===== src/rtl/pc_sequencer_pkg.sv =====
// Shared definitions for the program-counter sequencer: state encoding and default widths.
package pc_sequencer_pkg;

   localparam int unsigned PC_W_DEF  = 10;
   localparam int unsigned CNT_W_DEF = 16;
   localparam int unsigned BOFF_W    = 4;

   typedef enum logic [1:0] {
      IDLE   = 2'd0,
      RUN    = 2'd1,
      HALTED = 2'd2
   } pc_state_t;

endpackage


===== src/rtl/pc_sequencer_if.sv =====
// Start/Done handshake plus the ALU/decoder branch and reset signals seen by the sequencer.
interface pc_sequencer_if
   import pc_sequencer_pkg::*;
#(
   parameter int unsigned PC_W  = PC_W_DEF,
   parameter int unsigned CNT_W = CNT_W_DEF
);

   logic              start;
   logic [PC_W-1:0]   start_addr;
   logic              branch;
   logic [BOFF_W-1:0] boffset;
   logic              bsign;
   logic              alu_reset;
   logic              alu_halt;
   logic [PC_W-1:0]   pc;
   logic              running;
   logic              done;
   logic [CNT_W-1:0]  cycle_count;

   modport master (
      output start, start_addr, branch, boffset, bsign, alu_reset, alu_halt,
      input  pc, running, done, cycle_count
   );

   modport slave (
      input  start, start_addr, branch, boffset, bsign, alu_reset, alu_halt,
      output pc, running, done, cycle_count
   );

endinterface


===== src/rtl/pc_next_calc.sv =====
// Combinational next-PC selection while running: halt-hold, soft restart, branch or increment.
module pc_next_calc
   import pc_sequencer_pkg::*;
#(
   parameter int unsigned PC_W = PC_W_DEF
) (
   input  logic [PC_W-1:0]   pc,
   input  logic [PC_W-1:0]   restart_addr,
   input  logic              branch,
   input  logic [BOFF_W-1:0] boffset,
   input  logic              bsign,
   input  logic              alu_reset,
   input  logic              alu_halt,
   output logic [PC_W-1:0]   pc_nxt_c
);

   logic [PC_W-1:0] off_ext;

   assign off_ext = PC_W'(boffset);

   // Arithmetic wraps modulo 2^PC_W in both directions by construction.
   always_comb begin
      pc_nxt_c = pc + PC_W'(1);
      if (alu_reset) begin
         pc_nxt_c = alu_halt ? pc : restart_addr;
      end else if (branch) begin
         pc_nxt_c = bsign ? (pc - off_ext) : (pc + off_ext);
      end
   end

endmodule


===== src/rtl/pc_sequencer.sv =====
// Program-counter sequencer: owns the PC, state and latched start address.
// Optional executed-cycle counter is built when CYCLE_COUNT_EN is defined.
module pc_sequencer
   import pc_sequencer_pkg::*;
#(
   parameter int unsigned PC_W  = PC_W_DEF,
   parameter int unsigned CNT_W = CNT_W_DEF
) (
   input  logic     clk,
   input  logic     rst,
   pc_sequencer_if.slave bus
);

   pc_state_t       state;
   pc_state_t       state_nxt;
   logic [PC_W-1:0] pc_nxt;
   logic [PC_W-1:0] pc_calc_c;
   logic [PC_W-1:0] base_addr;
   logic            start_acc;

   pc_next_calc #(.PC_W(PC_W)) u_next_calc (
      .pc           (bus.pc),
      .restart_addr (base_addr),
      .branch       (bus.branch),
      .boffset      (bus.boffset),
      .bsign        (bus.bsign),
      .alu_reset    (bus.alu_reset),
      .alu_halt     (bus.alu_halt),
      .pc_nxt_c     (pc_calc_c)
   );

   // Next state and next PC; ALU/decoder inputs only matter in RUN.
   always_comb begin
      state_nxt = state;
      pc_nxt    = bus.pc;
      start_acc = 1'b0;
      case (state)
         IDLE, HALTED: begin
            if (bus.start) begin
               start_acc = 1'b1;
               state_nxt = RUN;
               pc_nxt    = bus.start_addr;
            end
         end
         RUN: begin
            pc_nxt = pc_calc_c;
            if (bus.alu_reset && bus.alu_halt) begin
               state_nxt = HALTED;
            end
         end
         default: state_nxt = IDLE;
      endcase
   end

   always_ff @(posedge clk or posedge rst) begin
      if (rst) begin
         state       <= IDLE;
         bus.pc      <= '0;
         bus.running <= 1'b0;
         bus.done    <= 1'b0;
         base_addr   <= '0;
      end else begin
         state       <= state_nxt;
         bus.pc      <= pc_nxt;
         bus.running <= (state_nxt == RUN);
         bus.done    <= (state_nxt == HALTED);
         if (start_acc) begin
            base_addr <= bus.start_addr;
         end
      end
   end

`ifdef CYCLE_COUNT_EN
   logic [CNT_W-1:0] cnt;

   // Counts every edge taken in RUN, including the halting one; saturates.
   always_ff @(posedge clk or posedge rst) begin
      if (rst) begin
         cnt <= '0;
      end else if (start_acc) begin
         cnt <= '0;
      end else if ((state == RUN) && (cnt != {CNT_W{1'b1}})) begin
         cnt <= cnt + CNT_W'(1);
      end
   end

   assign bus.cycle_count = cnt;
`else
   assign bus.cycle_count = CNT_W'(0);
`endif

endmodule


===== src/flat_wrapper.sv =====
// flat-port wrapper written by rule: the top's interface ports become plain ports
module pc_sequencer_flat import pc_sequencer_pkg::*;
#(
   parameter int unsigned PC_W  = PC_W_DEF,
   parameter int unsigned CNT_W = CNT_W_DEF
)
  (clk, rst, bus_start, bus_start_addr, bus_branch, bus_boffset, bus_bsign, bus_alu_reset, bus_alu_halt, bus_pc, bus_running, bus_done, bus_cycle_count);
  pc_sequencer_if #(.PC_W(PC_W), .CNT_W(CNT_W)) bus_i ();
  input  logic clk;
  input  logic rst;
  input wire logic [$bits(bus_i.start)-1:0] bus_start;
  input wire logic [$bits(bus_i.start_addr)-1:0] bus_start_addr;
  input wire logic [$bits(bus_i.branch)-1:0] bus_branch;
  input wire logic [$bits(bus_i.boffset)-1:0] bus_boffset;
  input wire logic [$bits(bus_i.bsign)-1:0] bus_bsign;
  input wire logic [$bits(bus_i.alu_reset)-1:0] bus_alu_reset;
  input wire logic [$bits(bus_i.alu_halt)-1:0] bus_alu_halt;
  output wire logic [$bits(bus_i.pc)-1:0] bus_pc;
  output wire logic [$bits(bus_i.running)-1:0] bus_running;
  output wire logic [$bits(bus_i.done)-1:0] bus_done;
  output wire logic [$bits(bus_i.cycle_count)-1:0] bus_cycle_count;
  assign bus_i.start = bus_start;
  assign bus_i.start_addr = bus_start_addr;
  assign bus_i.branch = bus_branch;
  assign bus_i.boffset = bus_boffset;
  assign bus_i.bsign = bus_bsign;
  assign bus_i.alu_reset = bus_alu_reset;
  assign bus_i.alu_halt = bus_alu_halt;
  assign bus_pc = bus_i.pc;
  assign bus_running = bus_i.running;
  assign bus_done = bus_i.done;
  assign bus_cycle_count = bus_i.cycle_count;
  pc_sequencer #(.PC_W(PC_W), .CNT_W(CNT_W)) u_core (.clk(clk), .rst(rst), .bus(bus_i));
endmodule

===== config.mk =====
export PLATFORM = sky130hd
export DESIGN_NAME = pc_sequencer_flat
export DESIGN_NICKNAME = d
export VERILOG_FILES = /design/src/rtl/pc_sequencer_pkg.sv /design/src/rtl/pc_sequencer_if.sv /design/src/rtl/pc_next_calc.sv /design/src/rtl/pc_sequencer.sv /design/src/flat_wrapper.sv
export SDC_FILE = /design/constraint.sdc
export NUM_CORES = 1
export LEC_CHECK = 0
export ABC_AREA = 1
export BUFFER_PORTS_ARGS = -buffer_cell sky130_fd_sc_hd__buf_2
export CAP_MARGIN = 20
export CORE_MARGIN = 2
export CORE_UTILIZATION = 40
export DETAILED_ROUTE_END_ITERATION = 10
export PLACE_DENSITY = 0.74
export SLEW_MARGIN = 5
export SYNTH_ARGS = -nofsm -noshare
export SYNTH_HDL_FRONTEND = slang
export SYNTH_SLANG_ARGS = --single-unit

===== constraint.sdc =====
create_clock -name clk -period 2.1 [get_ports clk]
set_input_delay 0.42 -clock clk [delete_from_list [all_inputs] [get_ports clk]]
set_output_delay 0.42 -clock clk [all_outputs]
set_load 0.03 [all_outputs]

==> impl_metrics.sql, run 1 <==
INSERT INTO impl_metrics (metric_group, metric, value, unit) VALUES
('worst_setup_path', 'required', '2.31', 'ns'),
('power_and_ir_drop', 'p_comb_share', '61.5', '%'),
('yosys', 'synth.ff_latch_count', '24', ''),
('job', 'maxCapViolCount', '0', ''),
('grt', 'grt_max_degree', '25', ''),
('clock_network', 'cts_post_setup_buffers_inserted', '0', ''),
('grt', 'groute.usage.overall', '16.69', '%'),
('floorplanning', 'ios', '49', ''),
('worst_setup_path', 'critical_path_arrival', '2.18', 'ns'),
('grt', 'grt_first_pass_wirelength', '6948', 'um'),
('worst_setup_path', 'worstSetupPathType', 'in2reg', ''),
('clock_network', 'ctsRootBufferMaster', 'sky130_fd_sc_hd__clkbuf_8', ''),
('worst_setup_path', 'rr_worst_depth', '11', ''),
('power_and_ir_drop', 'power-per-cell-area', '1455', 'mW/mm^2'),
('yosys', 'synth.area.top_cells', 'sky130_fd_sc_hd__dfrtp_1 33%, sky130_fd_sc_hd__nand2_1 14%, sky130_fd_sc_hd__ha_1 7.5%, sky130_fd_sc_hd__buf_4 7.3%, sky130_fd_sc_hd__a21oi_1 7.1%', ''),
('detailed_routing', 'antenna_violating_nets_post_route', '0', ''),
('detailed_routing', 'drc', '0', ''),
('placed_design', 'post_dp_cell_area', '0.002087', 'mm^2'),
('clock_network', 'clock_tree_from_tritoncts', 'built', ''),
('detailed_routing', 'detail_route.vias_per_cell', '4.890', ''),
('grt', 'grt_overflow_total', '0', ''),
('power_and_ir_drop', 'worst_ir_drop_vdd', '0.6259', 'mV'),
('floorplanning', 'row_cnt', '24', ''),
('power_and_ir_drop', 'switching_share', '48.71', '%'),
('detailed_routing', 'routedWlPerCell', '12.09', 'um'),
('grt', 'grt_pass1_vias', '1642', ''),
('worst_setup_path', 'worst_setup_path_end_kind', 'register', ''),
('final_layout', 'layout_cells_sized_above_1', '28.38', '%'),
('worst_setup_path', 'startpoint_type', 'input port', ''),
('yosys', 'synth-edff-count', '0', ''),
('power_and_ir_drop', 'p_leak', '1.215', 'nW'),
('sta', 'final.setup.worst_slack', '0.1261', 'ns'),
('power_and_ir_drop', 'pwr-share-seq', '25.8', '%'),
('yosys', 'dominantRegCellSynth', 'sky130_fd_sc_hd__dfrtp_1', ''),
('detailed_routing', 'drt_first_pass_iters', '4', ''),
('final_layout', 'utilization', '51.20', '%'),
('placed_design', 'dp_worst_setup_slack', '-0.2040', 'ns'),
('final_layout', 'design_area', '0.002245', 'mm^2'),
('final_layout', 'nets', '337', ''),
('yosys', 'yosys.cell_count.top_type', 'sky130_fd_sc_hd__nand2_1', ''),
('clock_network', 'cts-hold-fix-buffers', '0', ''),
('detailed_routing', 'dr_total_vias', '1736', ''),
('run_status', 'result_of_the_run', 'complete, no violations', ''),
('sta', 'final_period_minus_worst_setup_slack', '1.974', 'ns'),
('floorplanning', 'core_area', '0.004384', 'mm^2'),
('clock_network', 'clk_path_buf_depth', '2', ''),
('clock_network', 'clock_insertion_delay_worst_skew', '0.27', 'ns'),
('yosys', 'synthesis.instances', '258', ''),
('floorplanning', 'die_x', '71.83', 'um'),
('placed_design', 'finalWeightedCongestion', '0.8372', ''),
('sta', 'setup-violations-final', '0', ''),
('yosys', 'synth_common_cells', '67 x sky130_fd_sc_hd__nand2_1, 26 x sky130_fd_sc_hd__a21oi_1, 26 x sky130_fd_sc_hd__inv_1', ''),
('hold_path', 'min-delay-path-class', 'in2async', ''),
('grt', 'antenna_violations_before_repair', '0', ''),
('yosys', 'count_of_different_cell_masters_after_synthesis', '29', ''),
('placed_design', 'dp.final_hpwl', '3147', 'um'),
('worst_setup_path', 'worstPathMaxFanout', '3', ''),
('clock_network', 'cts_htree_levels', '1', ''),
('power_and_ir_drop', 'share_clk_of_total_power', '12.6', '%'),
('clock_network', 'clk_pin_slew', '0.09', 'ns'),
('sta', 'fmax', '0.5066', 'GHz'),
('yosys', 'syn-mean-instance-area', '7.134', 'um^2'),
('sta', 'worst_clock_skew', '0.002656', 'ns'),
('yosys', 'synth_top_area_cell', 'sky130_fd_sc_hd__dfrtp_1', ''),
('detailed_routing', 'drt_first_iter_violations', '54', ''),
('yosys', 'async_reset_ff_share', '100.0', '%'),
('yosys', 'seq_total_area_yosys', '32.63', '%'),
('yosys', 'synth_warnings', '0', ''),
('power_and_ir_drop', 'intPower', '0.001675', 'W'),
('yosys', 'synth.top_cell.area_share', '32.63', '%'),
('detailed_routing', 'totalWireLength', '4292', 'um');
==> registers in the layout, indices dropped and copies added, names as in the netlist <==
signal and count:
u_core.base_addr 10, u_core.bus.running 1, u_core.bus.done 1, u_core.state 2
u_core.bus.pc 10
==> path summary, 6_finish.rpt <==
path                                     start                   to
max reg2reg                   u_core.bus.pc[0]     u_core.bus.pc[6]
min reg2reg                u_core.base_addr[3]  u_core.base_addr[3]
max in group asynchronous                  rst     u_core.bus.pc[9]
max                             bus_boffset[0]     u_core.bus.pc[6]
min in group clk             bus_start_addr[4]  u_core.base_addr[4]
min                                        rst      u_core.state[1]
==> layout make-up <==
cell class / count / area, um^2 / area share (%)
tap: 52 / 65.06 / 2.899
multi-input combinational: 192 / 1096 / 48.83
sequential: 24 / 600.6 / 26.76
inverter: 35 / 131.4 / 5.853
clock buffer: 3 / 41.29 / 1.839
timing repair buffer: 48 / 280.3 / 12.49
clock inverter: 1 / 30.03 / 1.338
==> critical path, cell delays in order <==
cell and delay, ns:
sky130_fd_sc_hd__buf_2 0.11, sky130_fd_sc_hd__inv_2 0.07, sky130_fd_sc_hd__ha_4 0.20, sky130_fd_sc_hd__nand2_1 0.07, sky130_fd_sc_hd__nand3_2 0.09, sky130_fd_sc_hd__fa_1 0.40, sky130_fd_sc_hd__inv_1 0.09, sky130_fd_sc_hd__nand2_2 0.07
sky130_fd_sc_hd__a21oi_4 0.19, sky130_fd_sc_hd__nand2_2 0.07, sky130_fd_sc_hd__a21o_1 0.17, sky130_fd_sc_hd__nand3_2 0.06, sky130_fd_sc_hd__nand2_2 0.05, sky130_fd_sc_hd__a21oi_2 0.10
==> layer usage <==
layer  vias to the layer above  routed length, um  track usage, %
li1                        886                  -               -
met1                       797               1983           23.16
met2                        46               2051           27.06
met3                         7                193           2.532
met4                         0                 63           4.822
met5                         -                  0               0
==> per-stage QoR <==
step | hold slack, ns | setup TNS (ns) | std cells
6_report | 0.1737 | 0 | 355
5_1_grt | 0.2173 | -0.02846 | 355
4_1_cts | 0.1825 | 0 | 355
3_5_place_dp | 0.4657 | -1.115 | 351
3_3_place_gp | 0.4655 | -0.8687 | 351
2_1_floorplan | 0.4346 | 0 | 273
==> repair_timing <==
item / 4_1_cts / 5_1_grt
endpoints found under the hold margin: 0 / 0
resized for setup: 0 / 19
endpoints found under the setup margin: 0 / 6
==> power by group through the flow <==
stage / Sequential [W] / Combinational (W) / Clock [W]
5_1_grt: 0.000873 / 0.00223 / 0.000438
3_3_place_gp: 0.000842 / 0.00186 / 0
2_1_floorplan: 0.00104 / 0.00120 / 0
3_5_place_dp: 0.000840 / 0.00189 / 0
4_1_cts: 0.000833 / 0.00191 / 0.000419
6_report: 0.000844 / 0.00201 / 0.000412
==> kinds of logic (layout without fill, tap and decap cells) <==
kind of cell	after synthesis	count (layout)	share of synthesized area [%]
fa+ha+maj	12	12	8.566
other cells	1	16	0.2037
simple gates	107	107	24.20
buf+inv	57	87	15.57
compound gates	55	55	17.88
xor+xnor	2	2	0.9519
flops	24	24	32.63
==> placed cells by master, fill, tap and decap left out, drive strengths merged <==
cell    instances
o21bai          1
fa              1
xnor2           1
clkinv          1
a21oi          31
ha             11
inv            34
nand2          70
o211ai          2
bufinv          1
xor2            1
nor2           22
o22ai           2
buf            48
clkbuf          3
a22oi           2
o21ai          15
a21o            2
nand3          14
dfrtp          24
nor3            1
conb           16
Power figures use the tool's default switching activity.
==> run 2, diff against run 1 <==
--- a/config.mk
+++ b/config.mk
@@ -11,7 +11,7 @@
 export CORE_MARGIN = 2
 export CORE_UTILIZATION = 40
 export DETAILED_ROUTE_END_ITERATION = 10
-export PLACE_DENSITY = 0.74
+export PLACE_DENSITY = 0.77
 export SLEW_MARGIN = 5
 export SYNTH_ARGS = -nofsm -noshare
 export SYNTH_HDL_FRONTEND = slang
==> constraint.sdc (replaced) <==
create_clock -name clk -period 1.75 [get_ports clk]
set_input_delay 0.35 -clock clk [delete_from_list [all_inputs] [get_ports clk]]
set_output_delay 0.35 -clock clk [all_outputs]
set_load 0.01 [all_outputs]
==> impl_metrics.sql, run 2 (same netlist as run 1, synthesis figures left out) <==
INSERT INTO impl_metrics (metric_group, metric, value, unit) VALUES
('final_layout', 'layout_cells_sized_above_1', '42.22', '%'),
('worst_setup_path', 'critical_path_arrival', '2.11', 'ns'),
('floorplanning', 'die_area', '0.005160', 'mm^2'),
('detailed_routing', 'totalWireLength', '4784', 'um'),
('clock_network', 'clk_pin_slew', '0.09', 'ns'),
('detailed_routing', 'routedWlPerCell', '13.04', 'um'),
('power_and_ir_drop', 'power-per-cell-area', '1590', 'mW/mm^2'),
('sta', 'holdWs', '0.1048', 'ns'),
('grt', 'grt.busiest_layer', 'met2', ''),
('clock_network', 'cts.sinks', '24', ''),
('clock_network', 'ctsRootBufferMaster', 'sky130_fd_sc_hd__clkbuf_8', ''),
('floorplanning', 'die_h', '71.83', 'um'),
('sta', 'setup-violations-final', '6', ''),
('floorplanning', 'die_x', '71.83', 'um'),
('grt', 'grt_overflow_total', '0', ''),
('grt', 'grt_first_pass_wirelength', '7686', 'um'),
('power_and_ir_drop', 'intPower', '0.002220', 'W'),
('run_status', 'result_of_the_run', 'finished, violations left', ''),
('grt', 'antenna_violations_before_repair', '0', ''),
('clock_network', 'clock_insertion_delay_worst_skew', '0.27', 'ns'),
('sta', 'finalSetupTns', '-0.5234', 'ns'),
('run_status', 'violations_in_the_final_reports', 'negative setup slack', ''),
('job', 'maxCapViolCount', '0', ''),
('floorplanning', 'core_area', '0.004384', 'mm^2'),
('clock_network', 'cts_htree_levels', '1', ''),
('sta', 'fmax', '0.5250', 'GHz'),
('grt', 'grt_pass1_vias', '1748', ''),
('clock_network', 'clk_path_buf_depth', '2', ''),
('final_layout', 'antenna_cells_inserted', '0', ''),
('grt', 'groute.layer.met2.usage', '32.00', '%'),
('detailed_routing', 'detail_route.vias_per_cell', '4.956', ''),
('detailed_routing', 'drt_first_pass_iters', '4', ''),
('hold_path', 'min-delay-path-class', 'in2async', ''),
('detailed_routing', 'drc', '0', ''),
('final_layout', 'fillers', '385', ''),
('power_and_ir_drop', 'share_clk_of_total_power', '9.3', '%'),
('floorplanning', 'floorplan.initialDensity', '41.98', '%'),
('detailed_routing', 'drt_first_iter_violations', '52', ''),
('final_layout', 'nets', '349', ''),
('power_and_ir_drop', 'netSwitchingPower', '0.001903', 'W'),
('worst_setup_path', 'startpoint_type', 'input port', ''),
('power_and_ir_drop', 'p_leak', '1.314', 'nW'),
('sta', 'timing_hold_violations_final', '0', ''),
('grt', 'grt_max_degree', '25', ''),
('worst_setup_path', 'required', '1.96', 'ns'),
('grt', 'groute.usage.overall', '18.42', '%'),
('sta', 'unrepaired_setup_endpoints_after_global_routing', 'true', ''),
('placed_design', 'finalWeightedCongestion', '0.8450', ''),
('placed_design', 'io_buffers', '32', ''),
('power_and_ir_drop', 'worst_ir_drop_vdd', '1.007', 'mV'),
('power_and_ir_drop', 'p_comb_share', '65.5', '%'),
('final_layout', 'largest_registers', 'u_core.base_addr (10), u_core.bus.pc (10), u_core.state (2)', ''),
('final_layout', 'most-common-layout-cells', '56 x sky130_fd_sc_hd__nand2_1, 29 x sky130_fd_sc_hd__buf_2, 27 x sky130_fd_sc_hd__buf_4', ''),
('final_layout', 'areaGrowthSynthToFinish', '40.92', '%'),
('floorplanning', 'ios', '49', ''),
('placed_design', 'dp.final_hpwl', '3341', 'um'),
('sta', 'worst_clock_skew', '0.001456', 'ns'),
('sta', 'final_period_minus_worst_setup_slack', '1.905', 'ns'),
('grt', 'globalRouteMet3Util', '2.813', '%'),
('sta', 'final.setup.worst_slack', '-0.1549', 'ns'),
('detailed_routing', 'dr_total_vias', '1819', ''),
('clock_network', 'tritoncts.num_buffers', '3', ''),
('floorplanning', 'row_cnt', '24', ''),
('final_layout', 'layout_commonest_cell', 'sky130_fd_sc_hd__nand2_1', ''),
('grt', 'grt_use_met1', '24.09', '%'),
('worst_setup_path', 'worstSetupPathType', 'in2reg', ''),
('worst_setup_path', 'worstPathMaxFanout', '3', ''),
('worst_setup_path', 'worst_setup_path_end_kind', 'register', ''),
('power_and_ir_drop', 'pwr-share-seq', '25.1', '%'),
('sta', 'timing_max_transition_violations_final', '0', ''),
('sta', 'tcrit_tclk_final', '108.9', '%'),
('power_and_ir_drop', 'switching_share', '46.16', '%'),
('clock_network', 'clock_tree_from_tritoncts', 'built', ''),
('placed_design', 'dp_worst_setup_slack', '-0.4930', 'ns'),
('detailed_routing', 'antenna_violating_nets_post_route', '0', '');
run 2: area by class of cell:
type	count	area (um^2)	share of cell area [%]
multi-input combinational	192	1316	50.75
clock buffer	4	55.05	2.123
timing repair buffer	60	405.4	15.63
tap	52	65.06	2.508
inverter	35	151.4	5.837
sequential	24	600.6	23.15
run 2: timing repair:
action	4_1_cts	5_1_grt
endpoints found under the hold margin	0	0
hold buffers	0	0
pin swaps	36	38
setup endpoints to repair	7	8
gates resized for setup	31	33
buffers inserted	4	3
run 2: stage by stage:
step / total power (W) / util, % / instance area, um^2 / cells
floorplan: 0.002522 / - / 1994 / 273
global route: 0.004466 / 59.16 / 2594 / 367
CTS: 0.003817 / 56.14 / 2461 / 364
global placement: 0.003159 / 50.68 / 2222 / 356
detailed placement: 0.003216 / 50.68 / 2222 / 356
finish: 0.004123 / 59.16 / 2594 / 367
run 2: power groups by stage:
stage	Sequential, W	Combinational, W	Clock, W
global route	0.00107	0.00299	0.000412
floorplan	0.00105	0.00147	0
detailed placement	0.00102	0.00220	0
finish	0.00104	0.00270	0.000385
global placement	0.00102	0.00214	0
CTS	0.00103	0.00241	0.000382
run 2: worst paths after layout:
path	from	endpoint	slack, ns	cells past startpoint
min	rst	u_core.bus.running	0.10	3
max	bus_boffset[0]	u_core.bus.pc[9]	-0.15	16
max in group asynchronous	rst	u_core.bus.pc[8]	1.41	3
min reg2reg	u_core.base_addr[3]	u_core.base_addr[3]	0.49	2
min in group clk	bus_start_addr[0]	u_core.base_addr[0]	0.29	3
max reg2reg	u_core.bus.pc[0]	u_core.bus.pc[8]	-0.06	11
run 2: critical path: stages:
cell,delay (ns)
sky130_fd_sc_hd__buf_8,0.11
sky130_fd_sc_hd__inv_6,0.05
sky130_fd_sc_hd__ha_4,0.15
sky130_fd_sc_hd__nand3_4,0.07
sky130_fd_sc_hd__a21oi_4,0.26
sky130_fd_sc_hd__buf_6,0.14
sky130_fd_sc_hd__ha_4,0.21
sky130_fd_sc_hd__nand2_2,0.07
sky130_fd_sc_hd__nand2_1,0.07
sky130_fd_sc_hd__a21oi_2,0.13
sky130_fd_sc_hd__nand3_2,0.11
sky130_fd_sc_hd__inv_2,0.08
sky130_fd_sc_hd__nand2_2,0.06
sky130_fd_sc_hd__nand3_2,0.07
sky130_fd_sc_hd__nand2_2,0.05
sky130_fd_sc_hd__a21oi_2,0.12
run 2: metal layers:
metal / share of wire (%) / routed length, um / vias up
met4: 0.98 / 47 / 0
met1: 43 / 2080 / 848
met3: 4.6 / 219 / 7
met2: 51 / 2437 / 49
li1: - / - / 915
met5: 0 / 0 / -
